File: src/rtl/brique_mur.sv
// brique_mur: brick-wall pixel renderer with a probe/destroy handshake for the ball logic.
module brique_mur #(
  parameter int NCOLS             = 3,
  parameter int NROWS             = 3,
  parameter int LARGEUR_BRIQUE    = 210,
  parameter int HAUTEUR_BRIQUE    = 80,
  parameter int INTERVALLE_BRIQUE = 1,
  parameter int H_ORIGINE         = 112,
  parameter int V_BAS             = 492,
  parameter int COULEUR_BRIQUE    = 18,
  parameter int PAS_COULEUR       = 0,
  parameter int BLANC             = 0
) (
  input  logic        clk,
  input  logic        rst_n,
  input  logic [10:0] hpos,
  input  logic [10:0] vpos,
  output logic [4:0]  Couleur,
  input  logic        probe_valid,
  input  logic [10:0] probe_h,
  input  logic [10:0] probe_v,
  output logic        probe_ready,
  output logic        probe_done,
  output logic        probe_hit,
  input  logic        rebuild,
  output logic [6:0]  restant,
  output logic        mur_vide
);
  typedef enum logic [1:0] {IDLE, LOOKUP, RESP} state_t;
  localparam int N = NCOLS * NROWS;
  state_t      state_q, state_d;
  logic [63:0] alive_q, alive_d;
  logic [6:0]  restant_q, restant_d;
  logic        mur_vide_q, mur_vide_d;
  logic [4:0]  couleur_q, couleur_d;
  logic [10:0] ph_q, ph_d, pv_q, pv_d;
  logic        hit_q, hit_d;
  logic [5:0]  idx_q, idx_d;
  logic [9:0]  pix_m, prb_m;
  // Result packs {found, row, linear index}; regions are disjoint so the last match is the only one.
  function automatic logic [9:0] locate(input logic [10:0] h, input logic [10:0] v);
    int hh, vv;
    logic [9:0] m;
    hh = int'(h);
    vv = int'(v);
    m = '0;
    for (int r = 0; r < NROWS; r++)
      for (int c = 0; c < NCOLS; c++)
        if (hh >= H_ORIGINE + LARGEUR_BRIQUE * c + INTERVALLE_BRIQUE &&
            hh <  H_ORIGINE + LARGEUR_BRIQUE * (c + 1) - INTERVALLE_BRIQUE &&
            vv >= V_BAS - (HAUTEUR_BRIQUE * (r + 1) - INTERVALLE_BRIQUE) &&
            vv <  V_BAS - (HAUTEUR_BRIQUE * r + INTERVALLE_BRIQUE))
          m = {1'b1, 3'(r), 6'(r * NCOLS + c)};
    return m;
  endfunction
  always_comb begin
    pix_m      = locate(hpos, vpos);
    prb_m      = locate(ph_q, pv_q);
    couleur_d  = (pix_m[9] && alive_q[pix_m[5:0]]) ?
                 5'(COULEUR_BRIQUE + int'(pix_m[8:6]) * PAS_COULEUR) : 5'(BLANC);
    state_d    = state_q;
    alive_d    = alive_q;
    restant_d  = restant_q;
    ph_d       = ph_q;
    pv_d       = pv_q;
    hit_d      = hit_q;
    idx_d      = idx_q;
    if (rebuild) begin
      state_d   = IDLE;
      alive_d   = '1;
      restant_d = 7'(N);
    end else if (state_q == IDLE) begin
      if (probe_valid) begin
        ph_d    = probe_h;
        pv_d    = probe_v;
        state_d = LOOKUP;
      end
    end else if (state_q == LOOKUP) begin
      hit_d   = prb_m[9] && alive_q[prb_m[5:0]];
      idx_d   = prb_m[5:0];
      state_d = RESP;
    end else begin
      state_d = IDLE;
      if (hit_q) begin
        alive_d[idx_q] = 1'b0;
        restant_d      = restant_q - 7'd1;
      end
    end
    mur_vide_d = restant_d == 7'd0;
  end
  always_ff @(posedge clk) begin
    if (!rst_n) begin
      state_q    <= IDLE;
      alive_q    <= '1;
      restant_q  <= 7'(N);
      mur_vide_q <= 1'b0;
      couleur_q  <= 5'(BLANC);
      ph_q       <= '0;
      pv_q       <= '0;
      hit_q      <= 1'b0;
      idx_q      <= '0;
    end else begin
      state_q    <= state_d;
      alive_q    <= alive_d;
      restant_q  <= restant_d;
      mur_vide_q <= mur_vide_d;
      couleur_q  <= couleur_d;
      ph_q       <= ph_d;
      pv_q       <= pv_d;
      hit_q      <= hit_d;
      idx_q      <= idx_d;
    end
  end
  assign Couleur     = couleur_q;
  assign probe_ready = (state_q == IDLE) && !rebuild;
  assign probe_done  = state_q == RESP;
  assign probe_hit   = (state_q == RESP) && hit_q;
  assign restant     = restant_q;
  assign mur_vide    = mur_vide_q;
endmodule
File: config.mk
export PLATFORM = sky130hd
export DESIGN_NAME = brique_mur
export DESIGN_NICKNAME = d
export VERILOG_FILES = /design/src/rtl/brique_mur.sv
export SDC_FILE = /design/constraint.sdc
export NUM_CORES = 1
export LEC_CHECK = 0
export CORE_ASPECT_RATIO = 2
export CORE_MARGIN = 10
export CORE_UTILIZATION = 40
export CTS_CLUSTER_DIAMETER = 50
export DETAILED_ROUTE_END_ITERATION = 6
export PLACE_DENSITY = 0.69
export SETUP_SLACK_MARGIN = 0.05
export SLEW_MARGIN = 20
export SYNTH_ARGS = -nofsm -noshare
export SYNTH_HDL_FRONTEND = slang
export SYNTH_SLANG_ARGS = --single-unit
File: constraint.sdc
create_clock -name clk -period 2 [get_ports clk]
set_input_delay 0.3 -clock clk [delete_from_list [all_inputs] [get_ports clk]]
set_output_delay 0.3 -clock clk [all_outputs]
set_load 0.005 [all_outputs]
## Yosys cells after proc, flatten, opt, wreduce, memory -nomap -nowiden

Cells that the tools add are included.

| cells by class | value |
|---|---|
| $add $sub $neg | 1 |
| order comparisons | 28 |
| equality and inequality tests | 3 |
| muxes and demuxes | 32 |
| bitwise logic cells | 6 |
| reduce and logical (&&, ||, !) cells | 54 |

Operators with widths:

| cell | count |
|---|---|
| 2-to-1 mux 10 bit | 18 |
| < comparator 11 x 9 -> 1 bit (second input constant) | 8 |
| >= comparator 11 x 9 -> 1 bit (second input constant) | 6 |
| bitwise AND 64 bit | 1 |
| inverter 64 bit | 1 |
| logical AND 1 bit | 47 |
| < comparator 11 x 10 -> 1 bit (second input constant) | 4 |
| 2-to-1 mux 7 bit | 4 |
| >= comparator 11 x 10 -> 1 bit (second input constant) | 2 |
| >= comparator 11 x 7 -> 1 bit (second input constant) | 2 |
| >= comparator 11 x 8 -> 1 bit (second input constant) | 2 |
| < comparator 6 x 7 -> 1 bit (second input constant) | 3 |
| binary-select mux 1 bit (select 6 bit) | 2 |
| AND reduction 3 bit | 3 |
| logical NOT 7 bit | 1 |
| subtractor 7 x 1 -> 7 bit (second input constant) | 1 |
| demux 1 bit (select 6 bit) | 1 |
| >= comparator 6 x 1 -> 1 bit (second input constant) | 1 |
| 2-to-1 mux 2 bit | 3 |
| 2-to-1 mux 5 bit | 1 |
| inverter 1 bit | 4 |
| 2-to-1 mux 1 bit | 3 |
| == test 2 x 1 -> 1 bit (second input constant) | 1 |
| == test 2 bit (second input constant) | 1 |
| other kinds (4) | 4 |

| storage, ports and cells | value |
|---|---|
| flip-flop bits (word level) | 108 |
| bits of input ports | 48 |
| output and inout port bits | 16 |
| logic and storage cells | 133 |

## Depth between registers and ports, before layout

Gate-level depths: netlist of run 1.

| logic depth | value |
|---|---|
| word-level depth | 17 |
| mapped depth | 10 |
| mapped depth without buffers | 9 |

## Worst setup path after synthesis of run 1

No wires, ideal clock.

| timing | value |
|---|---|
| kind | input to register |
| from | input port vpos[10] |
| to | register couleur_q[1], in the netlist Couleur[1] |
| library setup time | 0.124 ns |
| arrival | 1.802 ns |
| data required time | 1.876 ns |
| slack | 0.074 ns |
| stages | 9 |
| path buffers | 0 |
| cells stage by stage | or4b_1 > nor3_1 > nor3_4 > o21ai_2 > a21oi_2 > mux2i_1 > o221ai_1 > nand2_1 > a21oi_1 |

| between the ends | value |
|---|---|
| cells in the longest elaborated chain, start to end | 15 |
| elaborated cells on any way between the ends | 37 |
| those cells by class | order compare (6); mux (12); reduce/logical (19) |

Ends and longest elaborated chain:

| element | RTL line | source |
|---|---|---|
| from (decl) | 17 | `input logic [10:0] vpos,` |
| >= comparator 11 x 9 -> 1 bit | 51 | `vv >= V_BAS - (HAUTEUR_BRIQUE * (r + 1) - INTERVALLE_BRIQUE) &&` |
| logical AND 1 bit | 50 | `hh < H_ORIGINE + LARGEUR_BRIQUE * (c + 1) - INTERVALLE_BRIQUE &&` |
| logical AND 1 bit | 51 |  |
| 2-to-1 mux 10 bit (7 in a row) | 49 | `if (hh >= H_ORIGINE + LARGEUR_BRIQUE * c + INTERVALLE_BRIQUE &&` |
| 2-to-1 mux 10 bit * | 49 |  |
| binary-select mux 1 bit (select 6 bit) | 59 | `couleur_d = (pix_m[9] && alive_q[pix_m[5:0]]) ?` |
| 2-to-1 mux 1 bit (not written as such) | 59 |  |
| logical AND 1 bit * | 59 |  |
| 2-to-1 mux 5 bit * | 59 |  |
| to (signal assigned) | 97 | `couleur_q <= 5'(BLANC);` |
| to (signal assigned) | 107 | `couleur_q <= couleur_d;` |
| to (decl) | 35 | `logic [4:0] couleur_q, couleur_d;` |

Mark *: on every way between the ends. The rest lies on a longest branch, timed or not. The select of a mux whose other input is x is not followed.
A chain may end at the register's enable or synchronous reset.

## Worst setup path after layout of run 1

| timing | value |
|---|---|
| from | register ph_q[0] |
| to | register hit_q |

| between the ends | value |
|---|---|
| cells in the longest elaborated chain, start to end | 15 |
| elaborated cells on any way between the ends | 39 |
| those cells by class | order compare (6); mux (11); reduce/logical (22) |

Ends and longest elaborated chain:

| element | RTL line | source |
|---|---|---|
| from (decl) | 36 | `logic [10:0] ph_q, ph_d, pv_q, pv_d;` |
| from (signal assigned) | 108 | `ph_q <= ph_d;` |
| >= comparator 11 x 9 -> 1 bit or < comparator 11 x 10 -> 1 bit (tied branches) | 49, 50 |  |
| logical AND 1 bit | 49 |  |
| logical AND 1 bit | 50 |  |
| logical AND 1 bit | 51 |  |
| 2-to-1 mux 10 bit (7 in a row) | 49 |  |
| 2-to-1 mux 10 bit * | 49 |  |
| binary-select mux 1 bit (select 6 bit) | 79 | `hit_d = prb_m[9] && alive_q[prb_m[5:0]];` |
| 2-to-1 mux 1 bit (not written as such) | 79 |  |
| logical AND 1 bit * | 79 |  |
| to (signal assigned) | 110 | `hit_q <= hit_d;` |
| to (decl) | 37 | `logic hit_q, hit_d;` |

Marks and branches as above.

==> results of run 1 <==
-- cell type report --
type                            instances  area share (%)
Sequential cell                        47            23.8
Timing Repair Buffer                   95            21.7
Clock inverter                          1           0.221
Inverter                                6           0.569
Multi-Input combinational cell        285            47.3
Tap cell                               88            2.78
Clock buffer                            7            3.60
-- per-stage QoR --
step	utilization [%]	power [mW]
2_1_floorplan	-	1.14
3_3_place_gp	54.2	1.31
3_5_place_dp	54.2	1.31
4_1_cts	58.1	2.17
5_1_grt	60.3	2.27
6_report	60.3	2.18
-- power by group --
part | total, mW | internal, mW | switching (mW)
Clock | 0.849 | 0.500 | 0.349
Combinational | 0.338 | 0.184 | 0.154
Sequential | 0.989 | 0.961 | 0.0287
-- cells by family after synthesis --
| group | count (synthesis) | share of synthesized area, % |
|---|---|---|
| adders and majority gates | 1 | 0.467 |
| other | 1 | 0.140 |
| DFF | 47 | 35.1 |
| xor gates and xnor gates | 4 | 1.31 |
| muxes | 5 | 1.87 |
| and+or+nand+nor | 163 | 29.5 |
| buffers and inverters | 20 | 3.36 |
| AOI/OAI and AO/OA | 109 | 28.3 |
-- routing by layer --
layer  track usage, %  vias up  routed length (µm)
met4             6.33        0                 198
met2             29.5       65                4380
met5                0        -                   0
met1             12.8     1370                2800
met3             3.13       14                 376
li1                 -     1440                   -
-- cell usage after synthesis (2+ instances only) --
cell type	instances	area [µm²]
a211o_1	2	17.5
a211oi_1	4	30.0
a21boi_0	23	173
a21o_1	3	22.5
a21oi_1	19	95.1
a21oi_2	2	17.5
a32oi_1	2	17.5
and2_0	2	12.5
and3_1	3	18.8
buf_4	4	30.0
clkbuf_1	10	37.5
dfxtp_1	47	941
inv_1	6	22.5
mux2i_1	5	50.1
nand2_1	77	289
nand2b_1	5	31.3
nand3_1	8	40.0
nand4_1	3	18.8
nor2_1	27	101
nor2b_1	4	25.0
nor3_1	9	45.0
nor3b_1	3	22.5
nor4_1	2	12.5
o2111ai_1	4	35.0
o211a_1	6	60.1
o21ai_0	22	110
o21ai_2	3	26.3
o221ai_1	2	17.5
o22ai_1	2	12.5
o31ai_1	3	22.5
or2_2	3	18.8
or3_1	4	25.0
or3b_1	2	17.5
or4_1	2	15.0
xnor2_1	4	35.0
-- worst max-delay path: stages, from the launching register on --
cell	delay, ns
dfxtp_2	0.33
or4_4	0.54
nand4_1	0.12
a21oi_2	0.08
o21ai_4	0.20
o21ai_4	0.09
a32oi_1	0.21
nand4_1	0.12
o211a_1	0.21
-- layout by cell type, fill, tap and decap left out, types with 4 or more instances in the layout --
cell type and instances:
a21boi_0 23, a21oi_1 15, a21oi_2 4, buf_4 32
clkbuf_16 5, clkdlybuf4s50_1 38, dfxtp_1 45, dlygate4sd2_1 10
inv_1 6, nand2_1 75, nand2b_1 5, nand3_1 7
nor2_1 23, nor2_2 4, nor2b_1 4, nor3_2 4
o211a_1 6, o21ai_0 19, or3_1 4, xnor2_1 4
-- flip-flops by register name, summed over array words and instances (netlist names) --
register  cells
hit_q         1
ph_q         11
Couleur       1
alive_q       9
idx_q         4
mur_vide      1
restant       7
state_q       2
pv_q         11
-- path summary, 6_finish.rpt --
path	to	slack, ns	cells past startpoint
setup / recovery	hit_q$_SDFFE_PN0P_	-0.01	8
hold / removal	pv_q[10]$_SDFFE_PN0P_	0.46	2
setup reg to reg	hit_q$_SDFFE_PN0P_	-0.01	8
hold reg to reg	pv_q[10]$_SDFFE_PN0P_	0.46	2
-- repair_timing --
action,in CTS,in global routing
gates resized for setup,66,27
pin swaps,25,14
setup buffers,3,3
setup endpoints to repair,4,6
==> flow_summary.json, run 1 <==
{
  "required_ns": 2.18,
  "cts_tree": "yes",
  "cts_hold_buf": 0,
  "worstSkewPairLatency_ns": 0.29,
  "skew_ns": 0.00723,
  "synthArstFlopShare_pct": 0,
  "fin_crit_ns": 2.01,
  "fin_crit_sh_pct": 101,
  "wl_per_cell_um": 14.7,
  "viasPerCell": 5.46,
  "grt.total_usage_pct": 14.5,
  "max_cap_violations": 0,
  "antenna_found_initial": 0,
  "io_pins": 64,
  "drtIter0Drc": 85,
  "hold_class": "register to register",
  "core_mm2": 0.00657,
  "reg2reg_from": "ph_q[0]$_SDFFE_PN0P_",
  "design_area_mm2": 0.00396,
  "syn_avg_cell_area_um2": 7.65,
  "fin_setup_tns_ns": -0.0124,
  "final-seq-area_um2": 943,
  "clk_pin_slew_ns": 0.06,
  "crit_path_end_kind": "register",
  "grt_max_degree": 23,
  "drt_pre_antenna_iters": 4,
  "final_cells": 529,
  "synth.distinct_cells": 58,
  "die_area_mm2": 0.0106,
  "critPathLaunchType": "register",
  "portBuffers": 60,
  "synthCells": 350,
  "initial_core_util_pct": 40.8,
  "finalSetupViolCount": 1,
  "power_leakage_nw": 1.48,
  "clock_path_buffers": 2,
  "finalMaxSlewViolations": 0,
  "clock_sinks": 47,
  "multi_input_area_mm2": 0.00187,
  "overflow": 0,
  "hpwl_um": 5980,
  "layout.nets": 489,
  "yosys_most_used_dff": "dfxtp_1",
  "grt_pass1_vias": 2867,
  "ys_ff_latch": 47,
  "rows": 42,
  "power.density_mw_per_mm2": 550,
  "ant_nets": 0,
  "layout_setup_ws_ns": -0.0124,
  "worstHoldStart": "pv_q[10]$_SDFFE_PN0P_",
  "synth_edf_count": 0,
  "finalHoldViolations": 0,
  "peakVddDrop_v": 0.000620,
  "postRouteWirelength_um": 7760,
  "status": "finished, violations left",
  "area_growth_pct": 47.8,
  "n_fill_cell": 608,
  "grt_setup_unrepaired": "yes",
  "layout-drive-gt1-share_pct": 22.2,
  "grt_pass1_wl_um": 12900,
  "crit_fanout": 4,
  "cts_max_level": 2,
  "whs_ns": 0.463,
  "arrival_ns": 2.19,
  "cts_buffers": 5,
  "place_area_mm2": 0.00356,
  "post-place-ws_ns": -0.600,
  "worstSetupPathType": "register to register",
  "cts-root-buf": "clkbuf_16",
  "num_vias": 2889,
  "yosysWarnings": 0,
  "syn-cell-area_mm2": 0.00268,
  "die_w_um": 77.9,
  "gp_congestion": 0.871,
  "critical_path.startpoint": "ph_q[0]$_SDFFE_PN0P_",
  "dp_cells": 515,
  "drc": 0,
  "die_h_um": 136,
  "antennaDiodeCount": 0,
  "violations": "setup timing",
  "ys_seq_area_share_pct": 35.1,
  "fmaxAchievable_ghz": 0.497
}
(Power assumes the default switching activity.)
==> run 2: changes to the inputs <==
--- a/config.mk
+++ b/config.mk
@@ -10,7 +10,7 @@
 export CORE_UTILIZATION = 40
 export CTS_CLUSTER_DIAMETER = 50
 export DETAILED_ROUTE_END_ITERATION = 6
-export PLACE_DENSITY = 0.69
+export PLACE_DENSITY = 0.67
 export SETUP_SLACK_MARGIN = 0.05
 export SLEW_MARGIN = 20
 export SYNTH_ARGS = -nofsm -noshare
==> constraint.sdc (replaced) <==
create_clock -name clk -period 2.35 [get_ports clk]
set_input_delay 0.3525 -clock clk [delete_from_list [all_inputs] [get_ports clk]]
set_output_delay 0.3525 -clock clk [all_outputs]
set_load 0.005 [all_outputs]
==> flow_summary.json, run 2 (synthesis results as in run 1) <==
{
  "grt_max_degree": 23,
  "skew_ns": 0.00450,
  "whs_endpoint": "pv_q[10]$_SDFFE_PN0P_",
  "multi_input_area_mm2": 0.00175,
  "antenna_found_initial": 0,
  "die_h_um": 136,
  "cts_buffers": 5,
  "rrSetupSlack_ns": 0.28,
  "status": "completed",
  "n_fill_cell": 640,
  "portBuffers": 60,
  "crit_family": "compound AO/OA/AOI/OAI gates",
  "core_mm2": 0.00657,
  "antennaDiodeCount": 0,
  "final_common_cell": "nand2_1",
  "worst_path_max_delay_cell": "clkdlybuf4s50_1",
  "grt.total_usage_pct": 14.3,
  "fin_crit_sh_pct": 93.6,
  "io_pins": 64,
  "slowest_delay_ns": 0.48,
  "design_area_mm2": 0.00380,
  "cts-root-buf": "clkbuf_16",
  "gp_congestion": 0.887,
  "cts_max_level": 2,
  "grt_pass1_wl_um": 12500,
  "num_vias": 2791,
  "postRouteWirelength_um": 7600,
  "power_leakage_nw": 1.52,
  "drtIter0Drc": 88,
  "crit_fanout": 4,
  "arrival_ns": 2.43,
  "final_cells": 517,
  "dp_cells": 508,
  "power.density_mw_per_mm2": 488,
  "whs_ns": 0.468,
  "die_w_um": 77.9,
  "worstSetupPathType": "input pin to register",
  "grt_setup_unrepaired": "no",
  "reg2reg_from": "ph_q[0]$_SDFFE_PN0P_",
  "viasPerCell": 5.40,
  "clock_sinks": 47,
  "grt_pass1_vias": 2775,
  "r2r_cells": 9,
  "overflow": 0,
  "finalHoldViolations": 0,
  "clock_path_buffers": 2,
  "layout_common_cells": "nand2_1, dfxtp_1, clkdlybuf4s50_1",
  "worstHoldStart": "pv_q[10]$_SDFFE_PN0P_",
  "worstSkewPairLatency_ns": 0.29,
  "cp_num_buf_inv": 1,
  "place_area_mm2": 0.00349,
  "layout-drive-gt1-share_pct": 14.7,
  "rr_endpoint": "hit_q$_SDFFE_PN0P_",
  "hpwl_um": 6050,
  "top_regs": "ph_q x11, pv_q x11, alive_q x9",
  "max_cap_violations": 0,
  "clk_pin_slew_ns": 0.06,
  "crit_path_end_kind": "register",
  "peakVddDrop_v": 0.000515,
  "power_mw": 1.85,
  "rows": 42,
  "critPathLaunchType": "input pin",
  "wl_per_cell_um": 14.7,
  "fin_crit_ns": 2.20,
  "die_area_mm2": 0.0106,
  "drc": 0,
  "min_path_cells": 2,
  "fmaxAchievable_ghz": 0.455,
  "finalSetupViolCount": 0,
  "layout.nets": 477,
  "ant_nets": 0,
  "finalMaxSlewViolations": 0,
  "hold_class": "register to register",
  "area_growth_pct": 41.7,
  "worstPathCellList": "clkdlybuf4s50_1 > or3b_1 > a211o_1 > nor2_2 > a21oi_4 > mux2i_1 > o221ai_1 > nand2_1 > a21oi_2",
  "cts_tree": "yes",
  "required_ns": 2.58,
  "initial_core_util_pct": 40.8,
  "final-seq-area_um2": 941,
  "drt_pre_antenna_iters": 4
}
-- run 2: changes by cell type in the layout (fill, tap and decap cells not counted), moves of 3 or more --
cell,previous run,this run
dlymetal6s2s_1,2,16
clkdlybuf4s15_2,3,0
clkdlybuf4s50_1,38,41
clkdlybuf4s15_1,3,0
buf_2,3,0
buf_4,32,23
dlygate4sd2_1,10,3
-- run 2: worst max path at each step --
stage | start | endpoint | slack, ns | depth (start not counted)
after floorplan | vpos[10] | Couleur[1]$_SDFF_PN0_ | 0.37 | 9
after detailed placement | hpos[3] | Couleur[1]$_SDFF_PN0_ | -0.31 | 10
after CTS | vpos[1] | Couleur[1]$_SDFF_PN0_ | 0.06 | 11
after global routing | hpos[0] | Couleur[1]$_SDFF_PN0_ | 0.009 | 11
after global placement | hpos[3] | Couleur[1]$_SDFF_PN0_ | -0.23 | 10
final | hpos[8] | Couleur[1]$_SDFF_PN0_ | 0.15 | 9
-- run 2: power breakdown --
part           switching [mW]  internal (mW)  total (mW)
sequential             0.0227          0.817       0.840
combinational           0.118          0.143       0.261
clock                   0.301          0.452       0.753
-- run 2: repair_timing --
action,in CTS,in global routing
setup endpoints to repair,1,1
gates resized for setup,9,36
setup buffers,0,1
pin swaps,5,15
endpoints found under the hold margin,0,0
hold buffers,0,0
-- run 2: worst min-delay path, delay by kind of cell (launching register included) --
| family | cells | cell delay [ns] |
|---|---|---|
| AOI/OAI and AO/OA | 1 | 0.07 |
| and+or+nand+nor | 1 | 0.05 |
| DFF | 1 | 0.30 |
-- run 2: per-layer routing --
metal	vias up	track usage (%)	share of wire (%)
li1	1412	-	-
met1	1300	12.4	34
met2	63	28.1	58
met3	16	3.52	4.8
met4	0	8.37	2.8
met5	-	0	0
-- run 2: stage by stage --
stage / TNS (ns) / worst slack [ns] / utilization, %
after floorplan: 0 / 0.372 / -
after global placement: -0.231 / -0.231 / 53.2
after detailed placement: -0.306 / -0.306 / 53.2
after CTS: 0 / 0.0578 / 55.9
after global routing: 0 / 0.00920 / 57.8
final: 0 / 0.151 / 57.8
-- run 2: cell type report --
cell class                 instances  share of cell area [%]
tap                               88                    2.90
multi-input combinational        285                    46.2
clock inverter                     1                   0.198
timing repair buffer              83                    21.3
inverter                           6                   0.593
clock buffer                       7                    4.02
sequential                        47                    24.8
==> RTL change 1, RTL diff (flow settings as in run 2) <==
Set the parameter `NCOLS` to 2 (it was 3).
--- a/src/rtl/brique_mur.sv
+++ b/src/rtl/brique_mur.sv
@@ -1,5 +1,5 @@
 // brique_mur: brick-wall pixel renderer with a probe/destroy handshake for the ball logic.
 module brique_mur #(
-  parameter int NCOLS             = 3,
+  parameter int NCOLS             = 2,
   parameter int NROWS             = 3,
   parameter int LARGEUR_BRIQUE    = 210,
Check against the original RTL: not equivalent (a bounded check fails within 4 cycles, from zero or initial values and one cycle with rst_n low).
==> RTL change 1 against run 2 <==
  * Routed wire length down 23%
  * Critical path depth down 3
  * Largest cell class unchanged
  * Synthesized cell count down 20%
  * Clock power down 20%
  * Clock skew up 0.0051 ns
  * Final area down 21%
  * Area after synthesis down 18%
  * Count of clock-buffer cells in the layout down 1
  * Total power down 14%
  * Setup slack better by 0.10 ns
  * Sequential power down 8.6%
  * Sequential cell count down 4
  * Cell count down 21%
==> RTL change 1: results (changes against run 2) <==
metric,value,unit,change
grt_max_degree,29,,+26%
yosys.area_share.xor_xnor,1.59,%,+0.28 points
drt-initial-drc-count,81,,-8.0%
status,finished clean,,
yosys_warnings,0,,unchanged
clk_latency,0.31,ns,+0.02 ns
crit_fanout,5,,+1
hpwl,4.72,mm,-22%
hp-class,flop to flop,,
netlist_top_cells_area,"dfxtp_1 39%, nand2_1 10%, a21oi_1 7.3%",,
arrival,2.29,ns,-0.14 ns
grtUsageTotal,13.0,%,-1.3 points
clock_area_share,3.92,%,-0.30 points
synth_compound_area_share,26.7,%,-1.6 points
dp_cells,398,,-22%
ys_seq_area_share,39.0,%,+3.9 points
placed_area,0.00288,mm^2,-18%
design.seq.count,43,,-8.5%
drive_gt1_share,6.94,%,-7.7 points
num_vias,2226,,-20%
hold_start,idx_q[0]$_SDFFE_PN0P_,,
path_class,flop to flop,,
multi_input_cells,221,,-22%
gp_congestion,0.838,,-5.5%
cts_repair_resize_count,0,,-9
avgSynthCellArea,7.86,um^2,+2.7%
crit_slowest_cell,o41a_1,,
synthMuxAreaShare,2.04,%,+0.17 points
multi_input_area,0.00127,mm^2,-28%
final_cells,406,,-21%
cp_slowest_stage_delay,0.42,ns,-0.06 ns
min_to,idx_q[0]$_SDFFE_PN0P_,,
finalNetCount,394,,-17%
post_synth_fa_ha_maj_area_fraction,0.567,%,+0.10 points
reg2reg_from,ph_q[6]$_SDFFE_PN0P_,,
fin_skew,0.00960,ns,+0.00510 ns
ff_latch_area,861,um^2,-8.5%
power.leakage,1.06,nW,-30%
wl_per_cell,14.4,um,-1.9%
root_buffer,clkbuf_8,,
buf_share,21.5,%,+0.21 points
fillers,540,,-16%
period_needed,2.10,ns,-0.102 ns
inv_count,8,,+2
synthTopCellsByCount,"60 x nand2_1, 43 x dfxtp_1, 32 x a21oi_1, 27 x nor2_1",,
reg2regPathDepth,6,,-3
synth_cell_types,59,,+1.7%
peakVddDrop,680,uV,+32%
buffers_excl_clock,66,,-20%
path_clk_slew,0.09,ns,+0.03 ns
rrSetupSlack,0.25,ns,-0.03 ns
[RTL change 1: layer usage]
| metal | vias up | GRT usage, % | wire [um] | part of all wire, % |
|---|---|---|---|---|
| met4 | 0 | 5.17 | 120 | 2.1 |
| met2 | 52 | 24.1 | 3240 | 55 |
| met1 | 1025 | 12.6 | 2140 | 37 |
| met3 | 8 | 4.12 | 352 | 6.0 |
| met5 | - | 0 | 0 | 0 |
| li1 | 1141 | - | - | - |
[RTL change 1: power by group]
part           internal [mW]  switching [mW]
Sequential             0.747          0.0216
Combinational          0.122          0.0906
Clock                  0.344           0.261
[RTL change 1: metrics by stage]
stage / hold WS [ns] / power (mW) / setup WS (ns) / utilization, %
global placement: 0.450 / 0.996 / 0.0492 / 53.6
finish: 0.468 / 1.59 / 0.254 / 55.8
CTS: 0.471 / 1.60 / 0.248 / 55.8
detailed placement: 0.458 / 0.999 / -0.0000488 / 53.6
floorplan: 0.440 / 0.879 / 0.392 / -
global route: 0.495 / 1.66 / 0.135 / 55.8
==> RTL change 2, RTL diff (settings of run 2) <==
Without the edit above. `ph_q` and `pv_q` no longer have a reset.
--- a/src/rtl/brique_mur.sv
+++ b/src/rtl/brique_mur.sv
@@ -96,6 +96,4 @@
       mur_vide_q <= 1'b0;
       couleur_q  <= 5'(BLANC);
-      ph_q       <= '0;
-      pv_q       <= '0;
       hit_q      <= 1'b0;
       idx_q      <= '0;
@@ -106,9 +104,12 @@
       mur_vide_q <= mur_vide_d;
       couleur_q  <= couleur_d;
-      ph_q       <= ph_d;
-      pv_q       <= pv_d;
       hit_q      <= hit_d;
       idx_q      <= idx_d;
     end
+  end
+
+  always_ff @(posedge clk) begin
+    ph_q <= ph_d;
+    pv_q <= pv_d;
   end
   assign Couleur     = couleur_q;
Formal check against the unedited RTL: no difference found for any inputs over 4 cycles, from zero or initial values and one cycle with rst_n low; that may be too few to reach the edited logic, so the function may still have changed.
==> RTL change 2 against run 2 <==
  * The run now ends with negative setup slack left
  * Area after synthesis shrank 2.8%
  * Combinational power shrank 4%
  * Routed wire length shrank 8.4%
  * Die area shrank 2.2%
  * Total power shrank 0.88%
  * Final area grew 0.96%
  * Register-to-register slack lost 0.42 ns
  * Clock power shrank 8.4%
  * Via count shrank 10%
  * Synthesized cell count shrank 19%
  * Setup slack lost 0.29 ns
  * Critical path depth is the same
  * Maximum frequency shrank 12%
  * Sequential cell count is the same
  * Critical endpoint is now hit_q$_SDFFE_PN0P_
==> RTL change 2: results (changes against run 2) <==
metric,value,unit,change
status,"finished, violations left",,
violations,negative setup slack,,
crit_slowest_cell,or4_4,,
synthMuxAreaShare,2.69,%,+0.82 points
setup_ws,-0.137,ns,-0.288 ns
cts_made_buffers,5,,unchanged
hp-class,flop to flop,,
gp_congestion,0.844,,-4.8%
io_buffers,60,,unchanged
drive_gt1_share,18.8,%,+4.1 points
final_cells,479,,-7.4%
power.leakage,1.47,nW,-3.4%
path_clk_slew,0.06,ns,about the same
grtUsageTotal,13.4,%,-0.93 points
drt-total-wl,6.96,mm,-8.4%
hold_start,alive_q[8]$_SDFFE_PP1P_,,
synth_compound_area_share,24.4,%,-3.8 points
hpwl,5.69,mm,-6.0%
viasPerCell,5.24,,-2.9%
grt_pass1_vias,2607,,-6.1%
dp_cells,469,,-7.7%
grt_first_pass_wirelength,11.4,mm,-8.3%
grt.overflow.total,0,,unchanged
syn_inst,283,,-19%
tns,-0.137,ns,-0.137 ns
async_reset_ff_share,0,%,unchanged
postCtsHoldBufs,0,,unchanged
post_synth_fa_ha_maj_area_fraction,0.481,%,+0.013 points
finalNetCount,441,,-7.5%
arrival,2.66,ns,+0.23 ns
synth-edff-count,22,,+22
setup_violations,1,,+1
whs_path_depth,2,,unchanged
min_to,alive_q[8]$_SDFFE_PP1P_,,
initial_core_util,41.3,%,+0.48 points
yosys.area_share.xor_xnor,2.02,%,+0.71 points
drt-initial-drc-count,91,,+3.4%
peakVddDrop,628,uV,+22%
synth_cell_types,66,,+14%
root_buffer,clkbuf_16,,
cp_slowest_stage_delay,0.58,ns,+0.10 ns
synth_top_family_by_area,compound AO/OA/AOI/OAI gates,,
fillers,557,,-13%
ys_seq_area_share,44.6,%,+9.5 points
reg2reg_from,ph_q[3]$_DFFE_PP_,,
crit_fanout,4,,unchanged
synthTopCellsByCount,"28 x nand2_1, 27 x nor2_1, 25 x dfxtp_1, 22 x edfxtp_1, 19 x o21ai_0",,
fin_skew,0.00439,ns,-0.000105 ns
netlist_top_cells_area,"edfxtp_1 25%, dfxtp_1 19%, nand2_1 4.0%",,
## RTL change 2: cell types whose count changed in the layout (fill, tap and decap cells not counted), sizes merged, moves of 8 or more
cell           before  now
nand2              77   29
buf                23   48
a21boi             23    2
a21oi              21   13
dfxtp              47   25
edfxtp              0   22
clkdlybuf4s50      41   49
dlymetal6s2s       16    3
## RTL change 2: timing repair
action,CTS,global route
setup endpoints to repair,2,4
gates resized for setup,12,8
setup buffers,2,0
pin swaps,8,3
## RTL change 2: power breakdown
part           total, mW  switching (mW)  internal (mW)
Clock              0.690           0.281          0.409
Sequential         0.897          0.0173          0.880
Combinational      0.251           0.104          0.147
Total               1.84           0.403           1.44
## RTL change 2: worst max path at each step
stage | endpoint | startpoint | depth (start not counted) | slack [ns]
after floorplan | hit_q$_SDFFE_PN0P_ | ph_q[0]$_DFFE_PP_ | 9 | -0.1
after global placement | Couleur[1]$_SDFF_PN0_ | hpos[0] | 10 | -0.26
after detailed placement | Couleur[1]$_SDFF_PN0_ | hpos[1] | 10 | -0.35
after CTS | hit_q$_SDFFE_PN0P_ | ph_q[3]$_DFFE_PP_ | 9 | -0.14
after global routing | hit_q$_SDFFE_PN0P_ | ph_q[3]$_DFFE_PP_ | 9 | -0.27
final | hit_q$_SDFFE_PN0P_ | ph_q[3]$_DFFE_PP_ | 9 | -0.14
## RTL change 2: critical path, delay by kind of cell (launching register included)
family	cells	cell delay (ns)
AO/OA/AOI/OAI	6	0.99
AND/OR/NAND/NOR	2	0.69
flip-flops	1	0.39
multiplexers	1	0.31
## RTL change 2: stage by stage
| stage | worst slack (ns) | instance area, um^2 | hold slack [ns] | utilization [%] |
|---|---|---|---|---|
| final | -0.137 | 3830 | 0.484 | 60.7 |
| after CTS | -0.136 | 3800 | 0.485 | 60.3 |
| after detailed placement | -0.351 | 3640 | 0.477 | 57.7 |
| after global placement | -0.257 | 3640 | 0.476 | 57.7 |
| after global routing | -0.269 | 3830 | 0.502 | 60.7 |
| after floorplan | -0.0978 | 2630 | 0.447 | - |
## RTL change 2: metal layers
layer | share of wire (%) | GRT usage, % | wire length (um) | vias up
li1 | - | - | - | 1289
met1 | 37 | 12.0 | 2580 | 1165
met2 | 58 | 26.8 | 4020 | 48
met3 | 3.1 | 3.15 | 218 | 10
met4 | 2.0 | 6.22 | 142 | 0
met5 | 0 | 0 | 0 | -
## RTL change 2: area by class of cell
cell class | count | area [um^2] | area share (%)
flip-flops and latches | 47 | 1160 | 30.3
clock inverters | 1 | 5.00 | 0.131
clock buffers | 7 | 138 | 3.59
inverters | 8 | 30.0 | 0.784
well taps | 86 | 108 | 2.81
repair buffers | 108 | 958 | 25.0
multi-input cells | 222 | 1430 | 37.4
